### src/rtl/imem_loader_pkg.sv
// Shared types and constants for the instruction-memory loader.
// Holds the FSM state encoding, the frame sync byte and the length-limit helper.
package imem_loader_pkg;

  typedef enum logic [2:0] {
    S_IDLE,
    S_SYNC,
    S_LEN_LO,
    S_LEN_HI,
    S_DATA,
    S_CSUM,
    S_DONE,
    S_ERROR
  } state_t;

  localparam logic [7:0] SYNC_BYTE = 8'hA5;

  // Number of 32-bit words that fit in a 2**addr_w byte memory.
  function automatic int unsigned max_words(input int unsigned addr_w);
    return (32'd1 << addr_w) >> 2;
  endfunction

endpackage

### src/rtl/imem_loader_if.sv
// Byte-stream, memory-write and status signals of the loader, grouped as one bundle.
// rx handshake: a byte moves on a rising edge where rx_valid and rx_ready are both 1;
// rx_valid may drop at any time and rx_ready never depends combinationally on rx_valid.
interface imem_loader_if #(
  parameter int ADDR_W = 10
);
  import imem_loader_pkg::*;

  logic              start;
  logic [7:0]        rx_data;
  logic              rx_valid;
  logic              rx_ready;
  logic              mem_we;
  logic [ADDR_W-1:0] mem_addr;
  logic [31:0]       mem_wdata;
  logic              cpu_hold;
  logic              busy;
  logic              done;
  logic              err;
  state_t            state;

  modport master (
    input  start, rx_data, rx_valid,
    output rx_ready, mem_we, mem_addr, mem_wdata, cpu_hold, busy, done, err, state
  );

  modport slave (
    output start, rx_data, rx_valid,
    input  rx_ready, mem_we, mem_addr, mem_wdata, cpu_hold, busy, done, err, state
  );

endinterface

### src/rtl/imem_loader_byte_packer.sv
// Assembles four stream bytes into a little-endian word and pulses word_ready
// for one cycle once the fourth byte has been shifted in.
module byte_packer (
  input  logic        clk,
  input  logic        rst,
  input  logic        clear,
  input  logic        byte_valid,
  input  logic [7:0]  byte_in,
  output logic [1:0]  count,
  output logic [31:0] word,
  output logic        word_ready
);

  // Bytes enter at the top lane and move down, so the first byte ends in [7:0].
  always_ff @(posedge clk or posedge rst) begin
    if (rst) begin
      count      <= 2'd0;
      word       <= 32'd0;
      word_ready <= 1'b0;
    end else if (clear) begin
      count      <= 2'd0;
      word       <= 32'd0;
      word_ready <= 1'b0;
    end else begin
      word_ready <= byte_valid && (count == 2'd3);
      if (byte_valid) begin
        word  <= {byte_in, word[31:8]};
        count <= count + 2'd1;
      end
    end
  end

endmodule

### src/rtl/imem_loader.sv
// Frame-driven instruction-memory writer: parses A5/length/data/checksum frames,
// writes whole words and releases cpu_hold only after a checksum-valid image.
module imem_loader
  import imem_loader_pkg::*;
#(
  parameter int ADDR_W    = 10,
  parameter int BASE_ADDR = 0
) (
  input  logic         clk,
  input  logic         rst,
  imem_loader_if.master bus
);

  localparam int unsigned MEM_BYTES = 32'd1 << ADDR_W;

  state_t            state;
  logic              rx_ready_q;
  logic              busy_q;
  logic              done_q;
  logic              err_q;
  logic              hold_q;
  logic [7:0]        len_lo;
  logic [15:0]       n_words;
  logic [ADDR_W-3:0] word_idx;
  logic [ADDR_W-1:0] addr_q;
  logic [7:0]        csum;

  logic              accept;
  logic [15:0]       len_n;
  logic              len_ok;
  logic              last_word;
  logic              pk_clear;
  logic              pk_valid;
  logic [1:0]        pk_count;
  logic [31:0]       pk_word;
  logic              pk_ready;

  assign accept   = bus.rx_valid && rx_ready_q;
  assign len_n    = {bus.rx_data, len_lo};
  assign pk_clear = (state == S_LEN_HI) && accept;
  assign pk_valid = (state == S_DATA) && accept;

  // Length is judged on the full 16-bit value, before any narrowing to word_idx.
  assign len_ok = (len_n != 16'd0)
               && (32'(len_n) <= max_words(ADDR_W))
               && (32'(BASE_ADDR) + (32'(len_n) << 2) <= MEM_BYTES);

  assign last_word = (16'(word_idx) == n_words - 16'd1);

  byte_packer u_packer (
    .clk        (clk),
    .rst        (rst),
    .clear      (pk_clear),
    .byte_valid (pk_valid),
    .byte_in    (bus.rx_data),
    .count      (pk_count),
    .word       (pk_word),
    .word_ready (pk_ready)
  );

  always_ff @(posedge clk or posedge rst) begin
    if (rst) begin
      state      <= S_IDLE;
      rx_ready_q <= 1'b0;
      busy_q     <= 1'b0;
      done_q     <= 1'b0;
      err_q      <= 1'b0;
      hold_q     <= 1'b1;
      len_lo     <= 8'd0;
      n_words    <= 16'd0;
      word_idx   <= '0;
      addr_q     <= '0;
      csum       <= 8'd0;
    end else begin
      case (state)
        S_IDLE, S_DONE, S_ERROR: begin
          if (bus.start) begin
            state      <= S_SYNC;
            rx_ready_q <= 1'b1;
            busy_q     <= 1'b1;
            done_q     <= 1'b0;
            err_q      <= 1'b0;
            hold_q     <= 1'b1;
          end
        end
        S_SYNC: begin
          if (accept && bus.rx_data == SYNC_BYTE) state <= S_LEN_LO;
        end
        S_LEN_LO: begin
          if (accept) begin
            len_lo <= bus.rx_data;
            state  <= S_LEN_HI;
          end
        end
        S_LEN_HI: begin
          if (accept) begin
            n_words  <= len_n;
            word_idx <= '0;
            csum     <= 8'd0;
            addr_q   <= ADDR_W'(BASE_ADDR);
            if (len_ok) begin
              state <= S_DATA;
            end else begin
              state      <= S_ERROR;
              rx_ready_q <= 1'b0;
              busy_q     <= 1'b0;
              err_q      <= 1'b1;
            end
          end
        end
        S_DATA: begin
          // The write cycle after each fourth byte is a bubble with rx_ready low.
          if (pk_ready) begin
            word_idx   <= word_idx + (ADDR_W-2)'(1);
            addr_q     <= addr_q + ADDR_W'(4);
            rx_ready_q <= 1'b1;
            if (last_word) state <= S_CSUM;
          end else if (pk_valid) begin
            csum <= csum ^ bus.rx_data;
            if (pk_count == 2'd3) rx_ready_q <= 1'b0;
          end
        end
        S_CSUM: begin
          if (accept) begin
            rx_ready_q <= 1'b0;
            busy_q     <= 1'b0;
            if (bus.rx_data == csum) begin
              state  <= S_DONE;
              done_q <= 1'b1;
              hold_q <= 1'b0;
            end else begin
              state <= S_ERROR;
              err_q <= 1'b1;
            end
          end
        end
        default: state <= S_IDLE;
      endcase
    end
  end

  assign bus.rx_ready  = rx_ready_q;
  assign bus.mem_we    = pk_ready;
  assign bus.mem_addr  = addr_q;
  assign bus.mem_wdata = pk_word;
  assign bus.cpu_hold  = hold_q;
  assign bus.busy      = busy_q;
  assign bus.done      = done_q;
  assign bus.err       = err_q;
  assign bus.state     = state;

endmodule

### src/flat_wrapper.sv
// flat-port wrapper written by rule: the top's interface ports become plain ports
module imem_loader_flat import imem_loader_pkg::*;
#(
  parameter int ADDR_W    = 10,
  parameter int BASE_ADDR = 0
)
  (clk, rst, bus_start, bus_rx_data, bus_rx_valid, bus_rx_ready, bus_mem_we, bus_mem_addr, bus_mem_wdata, bus_cpu_hold, bus_busy, bus_done, bus_err, bus_state);
  imem_loader_if #(.ADDR_W(ADDR_W)) bus_i ();
  input  logic clk;
  input  logic rst;
  input wire logic [$bits(bus_i.start)-1:0] bus_start;
  input wire logic [$bits(bus_i.rx_data)-1:0] bus_rx_data;
  input wire logic [$bits(bus_i.rx_valid)-1:0] bus_rx_valid;
  output wire logic [$bits(bus_i.rx_ready)-1:0] bus_rx_ready;
  output wire logic [$bits(bus_i.mem_we)-1:0] bus_mem_we;
  output wire logic [$bits(bus_i.mem_addr)-1:0] bus_mem_addr;
  output wire logic [$bits(bus_i.mem_wdata)-1:0] bus_mem_wdata;
  output wire logic [$bits(bus_i.cpu_hold)-1:0] bus_cpu_hold;
  output wire logic [$bits(bus_i.busy)-1:0] bus_busy;
  output wire logic [$bits(bus_i.done)-1:0] bus_done;
  output wire logic [$bits(bus_i.err)-1:0] bus_err;
  output wire logic [$bits(bus_i.state)-1:0] bus_state;
  assign bus_i.start = bus_start;
  assign bus_i.rx_data = bus_rx_data;
  assign bus_i.rx_valid = bus_rx_valid;
  assign bus_rx_ready = bus_i.rx_ready;
  assign bus_mem_we = bus_i.mem_we;
  assign bus_mem_addr = bus_i.mem_addr;
  assign bus_mem_wdata = bus_i.mem_wdata;
  assign bus_cpu_hold = bus_i.cpu_hold;
  assign bus_busy = bus_i.busy;
  assign bus_done = bus_i.done;
  assign bus_err = bus_i.err;
  assign bus_state = bus_i.state;
  imem_loader #(.ADDR_W(ADDR_W), .BASE_ADDR(BASE_ADDR)) u_core (.clk(clk), .rst(rst), .bus(bus_i));
endmodule
### config.mk
export PLATFORM = sky130hd
export DESIGN_NAME = imem_loader_flat
export DESIGN_NICKNAME = d
export VERILOG_FILES = /design/src/rtl/imem_loader_pkg.sv /design/src/rtl/imem_loader_if.sv /design/src/rtl/imem_loader_byte_packer.sv /design/src/rtl/imem_loader.sv /design/src/flat_wrapper.sv
export SDC_FILE = /design/constraint.sdc
export NUM_CORES = 1
export LEC_CHECK = 0
export ABC_AREA = 1
export ABC_CLOCK_PERIOD_IN_PS = 2400
export CAP_MARGIN = 20
export CORE_MARGIN = 8
export CORE_UTILIZATION = 50
export CTS_CLUSTER_SIZE = 20
export DETAILED_ROUTE_END_ITERATION = 6
export PLACE_DENSITY = 0.74
export SLEW_MARGIN = 15
export SYNTH_ARGS = -nofsm -noshare
export SYNTH_HDL_FRONTEND = slang
export SYNTH_HIERARCHICAL = 1
export SYNTH_SLANG_ARGS = --single-unit
### constraint.sdc
create_clock -name clk -period 2.4 [get_ports clk]
set_input_delay 0.48 -clock clk [delete_from_list [all_inputs] [get_ports clk]]
set_output_delay 0.48 -clock clk [all_outputs]
set_load 0.05 [all_outputs]
# Yosys cells after proc, flatten, opt, wreduce, memory -nomap -nowiden
# Cells that the tools add are included.
# totals
word_cells	115
ff_bits	93
in_bits	12
output_inout_bits	51
# op_classes
n_lt_le_gt_ge	2
bitwise	1
n_eq_ne	25
n_addsub	4
n_reduce_logical	24
mux	45
# ops
operator	count
32-bit 2-to-1 mux	2
8-bit 2-to-1 mux	4
8-bit case mux with 2 select lines	2
3-bit 2-to-1 mux	7
10-bit 2-to-1 mux	2
10-bit case mux with 2 select lines	1
18-bit by 11-bit less-or-equal comparator with 1-bit output (second input constant)	1
1-bit 2-to-1 mux	18
3-bit case mux with 6 select lines	1
8-bit by 16-bit == test with 1-bit output	1
16-bit by 9-bit less-or-equal comparator with 1-bit output (second input constant)	1
16-bit nonzero test	1
16-bit by 1-bit subtractor with 16-bit output (second input constant)	1
7-bit AND reduction	2
3-bit == test (second input constant)	4
2-bit by 1-bit != test with 1-bit output (second input constant)	6
2-bit != test (second input constant)	6
10-bit by 3-bit adder with 10-bit output (second input constant)	1
8-bit by 1-bit adder with 8-bit output (second input constant)	1
8-bit == test	1
8-bit == test (second input constant)	1
4-bit AND reduction	2
8-bit bitwise XOR	1
1-bit logical AND	7
other kinds (18)	27

# Logic depth before layout (Yosys ltp)
# logic_depth
depth_word	6
ltp_mapped	17
mapped_depth_nobuf	17

# Cells and area by module
# Netlist, hierarchy kept.
# modules_own_cells
mod	area_per_inst_um2	seq_area_each_um2	n_inst	cells_per_inst
imem_loader	3226.8	1402.6	1	439
byte_packer	1415.1	875.8	1	154

# Worst setup path before layout
# OpenSTA, ideal clock, no wires.
# synth_timing
path_type	register -> register
start	register u_core.state[0] (netlist: u_core/bus.state[0])
end	register u_core.u_packer.word[10]
period_less_slack_ns	2.040
path_stages_with_launch	10
path_buffers	2
t_required_ns	2.333
arrival_time_ns	1.974
path_slack_ns	0.360
setup_time_ns	0.067
path_cell_list	dfrtp_1 > nand2_1 > nor2_2 > nand2_1 > buf_2 > clkinv_1 > nor2_4 > buf_6 > nand2_1 > nand2_1
# synth_between
elab_chain_len	3
elab_cells_between_ends	6
cone_classes	2 x eq/ne; 1 x mux; 3 x reduce/logical
# synth_lines
item	line_no	source
start, declared	imem_loader.sv:16	state_t state;
start signal, assigned	imem_loader.sv:63	state <= S_IDLE;
start signal, assigned	imem_loader.sv:78	state <= S_SYNC;
start signal, assigned	imem_loader.sv:87	if (accept && bus.rx_data == SYNC_BYTE) state <= S_LEN_LO;
3-bit by 2-bit == test with 1-bit output (*)	imem_loader.sv:40	assign pk_clear = (state == S_LEN_HI) && accept;
1-bit logical AND (*)	imem_loader.sv:40	
net u_core.pk_clear	imem_loader.sv:32	logic pk_clear;
32-bit 2-to-1 mux or 2-bit nonzero test (tied branches)	-	
end signal, assigned	imem_loader_byte_packer.sv:27	word <= {byte_in, word[31:8]};
end, declared	imem_loader_byte_packer.sv:10	output logic [31:0] word,
# Mark *: on every way through the listed nets, which the timed path passes. The rest lies on a longest branch.
# A chain may end at the register's enable or synchronous reset.

# Worst setup path after layout
# layout_timing
start	register u_core.u_packer.word_ready
end	output port bus_mem_we
# layout_lines
item	line_no	source
start, declared	imem_loader_byte_packer.sv:11	output logic word_ready
start signal, assigned	imem_loader_byte_packer.sv:25	word_ready <= byte_valid && (count == 2'd3);
end, declared	flat_wrapper.sv:15	output wire logic [$bits(bus_i.mem_we)-1:0] bus_mem_we;
# No word-level cell between the ends.

==> qor.yml <==
crit_family: "buffers and inverters"
fin_ws_ps: 184
cts_made_buffers: 9
drcViolationCount: 0
synth.avg_cell_area_sq_um: 7.83
slew_violations: 0
cp_max_fo: 5
final_common_cell: "nand2_1"
multi_input_area_sq_um: 2040
htreeDepth: 3
area_delta_synth_final_pct: 21.3
io_pins: 63
final_antenna_net_count: 0
grt_use_total: 0.178
ys_seq_area_frac: 0.491
synthArstFlopShare: 1.00
mostFrequentLayoutCells: "nand2_1 (191), dfrtp_1 (90), nand3_1 (67), clkdlybuf4s50_1 (60), inv_1 (54)"
clkLatencyLatePin_ps: 350
setup_tns_ps: 0
num_vias: 3998
cpMaxStageDelayCell: "clkdlybuf4s50_1"
drtIter0Drc: 225
path_class: "flip-flop to output port"
skew_ps: 9.83
die_x_microns: 112
arrival_ps: 1740
clock-sinks: 91
rrSetupSlack_ps: 320
synthFlopType: "dfrtp_1"
routed_wl_mm: 10.9
ys_warn_count: 6
finalHoldViolations: 0
min_period_ps: 2220
placement.io_buffers: 60
synth_area_sq_um: 4640
synth_edf_count: 0
drtPass1Iterations: 5
max-slew-margin-rel: 0.649
nFillCells: 790
rsz0062_at_grt: "false"
initial_core_util: 0.510
hold_class: "flip-flop to flip-flop"
synth.distinct_cells: 37
cp_slowest_stage_delay_ps: 870
wl_per_cell_microns: 14.1
critPathCaptureType: "output port"
grt_antenna_before_repair: 0
placementRows: 35
antenna_cells: 0
dp_slack_ps: 182
peakVddDrop_v: 0.000323
gr-total-overflow: 0
grt_pass1_vias: 3906
clockRootBuffer: "clkbuf_8"
worstPathRequired_ps: 1920
worst_slew_pin_slew_ps: 524
core_area_sq_um: 9110
die-height_microns: 112
grt_max_degree: 37
path_buf_inv: 1
clk_pin_slew_ps: 90
power_density_nw_per_um2: 494
cts_setup_buffers: 0
start_kind: "flip-flop"
dpl.hpwl_mm: 8.22
die-area_sq_um: 12600
gp_congestion: 0.906
path_cells: "clkdlybuf4s50_1"
cap_violations: 0
power.leakage_nw: 2.83
via_per_inst: 5.18
clockBufferDepth: 2
fin_crit_sh: 0.923
drive_gt1_frac: 0.0862
fmax_mhz: 451
cts_tree: "built"
grt_first_pass_wirelength_mm: 18.5
syn-instance-count: 593
fin_nets: 673
status: "finished clean"
ys_seq_elements: 91
setup_viol: 0
regArea_sq_um: 2280
area by class of cell:
| class | count | area share |
|---|---|---|
| Clock buffer | 10 | 0.0244 |
| Clock inverter | 5 | 0.0151 |
| Inverter | 59 | 0.0393 |
| Multi-Input combinational cell | 425 | 0.362 |
| Sequential cell | 91 | 0.405 |
| Tap cell | 111 | 0.0247 |
| Timing Repair Buffer | 71 | 0.130 |
metal layers:
layer	global-route usage	up-vias	part of all wire
met5	0	-	0
met4	0.0656	0	0.018
met3	0.0440	13	0.039
met2	0.287	72	0.48
met1	0.226	1895	0.47
li1	-	2018	-
worst paths after layout:
path	start	to	cells after the start
worst max-delay path	u_core/u_packer/word_ready$_DFF_PP0_	bus_mem_we	1
min in group asynchronous	rst	u_core/len_lo[6]$_DFFE_PP0P_	2
worst max register to register	u_core/n_words[0]$_DFFE_PP0P_	u_core/bus.state[1]$_DFFE_PP0P_	12
worst min-delay path	u_core/bus.cpu_hold$_DFFE_PP1P_	u_core/bus.cpu_hold$_DFFE_PP1P_	2
worst min register to register	u_core/bus.cpu_hold$_DFFE_PP1P_	u_core/bus.cpu_hold$_DFFE_PP1P_	2
max in group asynchronous	rst	u_core/bus.mem_addr[4]$_DFFE_PP0P_	3
worst register-to-register path, stage by stage (launching register included):
cell	delay (ps)
dfrtp_1	420
inv_1	120
ha_1	230
nand2_1	130
nor2_2	220
nand2_1	90
xor2_1	150
nor2_1	150
nand3_1	160
nand2_1	130
nand2_1	70
nand2_1	70
nand2_1	50
per-stage QoR:
stage / util / power [W] / cell area, sq um / hold slack [ps] / instances
4_1_cts: 0.618 / 0.00281 / 5630 / 477 / 772
5_1_grt: 0.618 / 0.00289 / 5630 / 493 / 772
3_3_place_gp: 0.593 / 0.00166 / 5410 / 452 / 757
3_5_place_dp: 0.593 / 0.00166 / 5410 / 459 / 757
6_report: 0.618 / 0.00278 / 5630 / 472 / 772
2_1_floorplan: - / 0.00161 / 4650 / 453 / 594
synth_stat cells, types with 5 or more instances:
cell / n / area share
a21oi_1: 18 / 0.019
buf_2: 8 / 0.0086
dfrtp_1: 90 / 0.49
inv_1: 55 / 0.044
nand2_1: 191 / 0.15
nand2_2: 6 / 0.0081
nand3_1: 67 / 0.072
nor2_1: 41 / 0.033
nor2_2: 7 / 0.0094
nor3_1: 7 / 0.0075
o21ai_0: 33 / 0.036
o21ai_1: 7 / 0.0075
xnor2_1: 11 / 0.021
xor2_1: 5 / 0.0094
report_power, final:
group / total (W) / internal (W) / switching, W
clock: 0.00115 / 0.000617 / 0.000538
sequential: 0.00153 / 0.00153 / 0
combinational: 0.0000936 / 0.0000293 / 0.0000643
total: 0.00278 / 0.00218 / 0.000602
cell families (layout without fill, tap and decap cells):
group | Yosys count | after routing | synth area share
compound gates | 60 | 60 | 0.0660
xor+xnor | 16 | 16 | 0.0302
simple gates | 342 | 342 | 0.326
buf+inv | 78 | 145 | 0.0725
mux | 1 | 1 | 0.00243
other cells | 1 | 2 | 0.000808
flops | 91 | 91 | 0.491
fa+ha+maj | 4 | 4 | 0.0108
sequential cells by signal (all words and copies together), names as in the netlist, 2 cells and up:
name                   count
u_core/u_packer/count      2
u_core/csum                8
u_core/u_packer/word      32
u_core/n_words            16
u_core/bus.state           3
u_core/word_idx            8
u_core/bus.mem_addr        8
u_core/len_lo              8
repair_timing:
item / in CTS / in global routing
resized for setup: 0 / 1
setup endpoints to repair: 0 / 2
hold buffers: 0 / 0
Power figures use the tool's default switching activity.
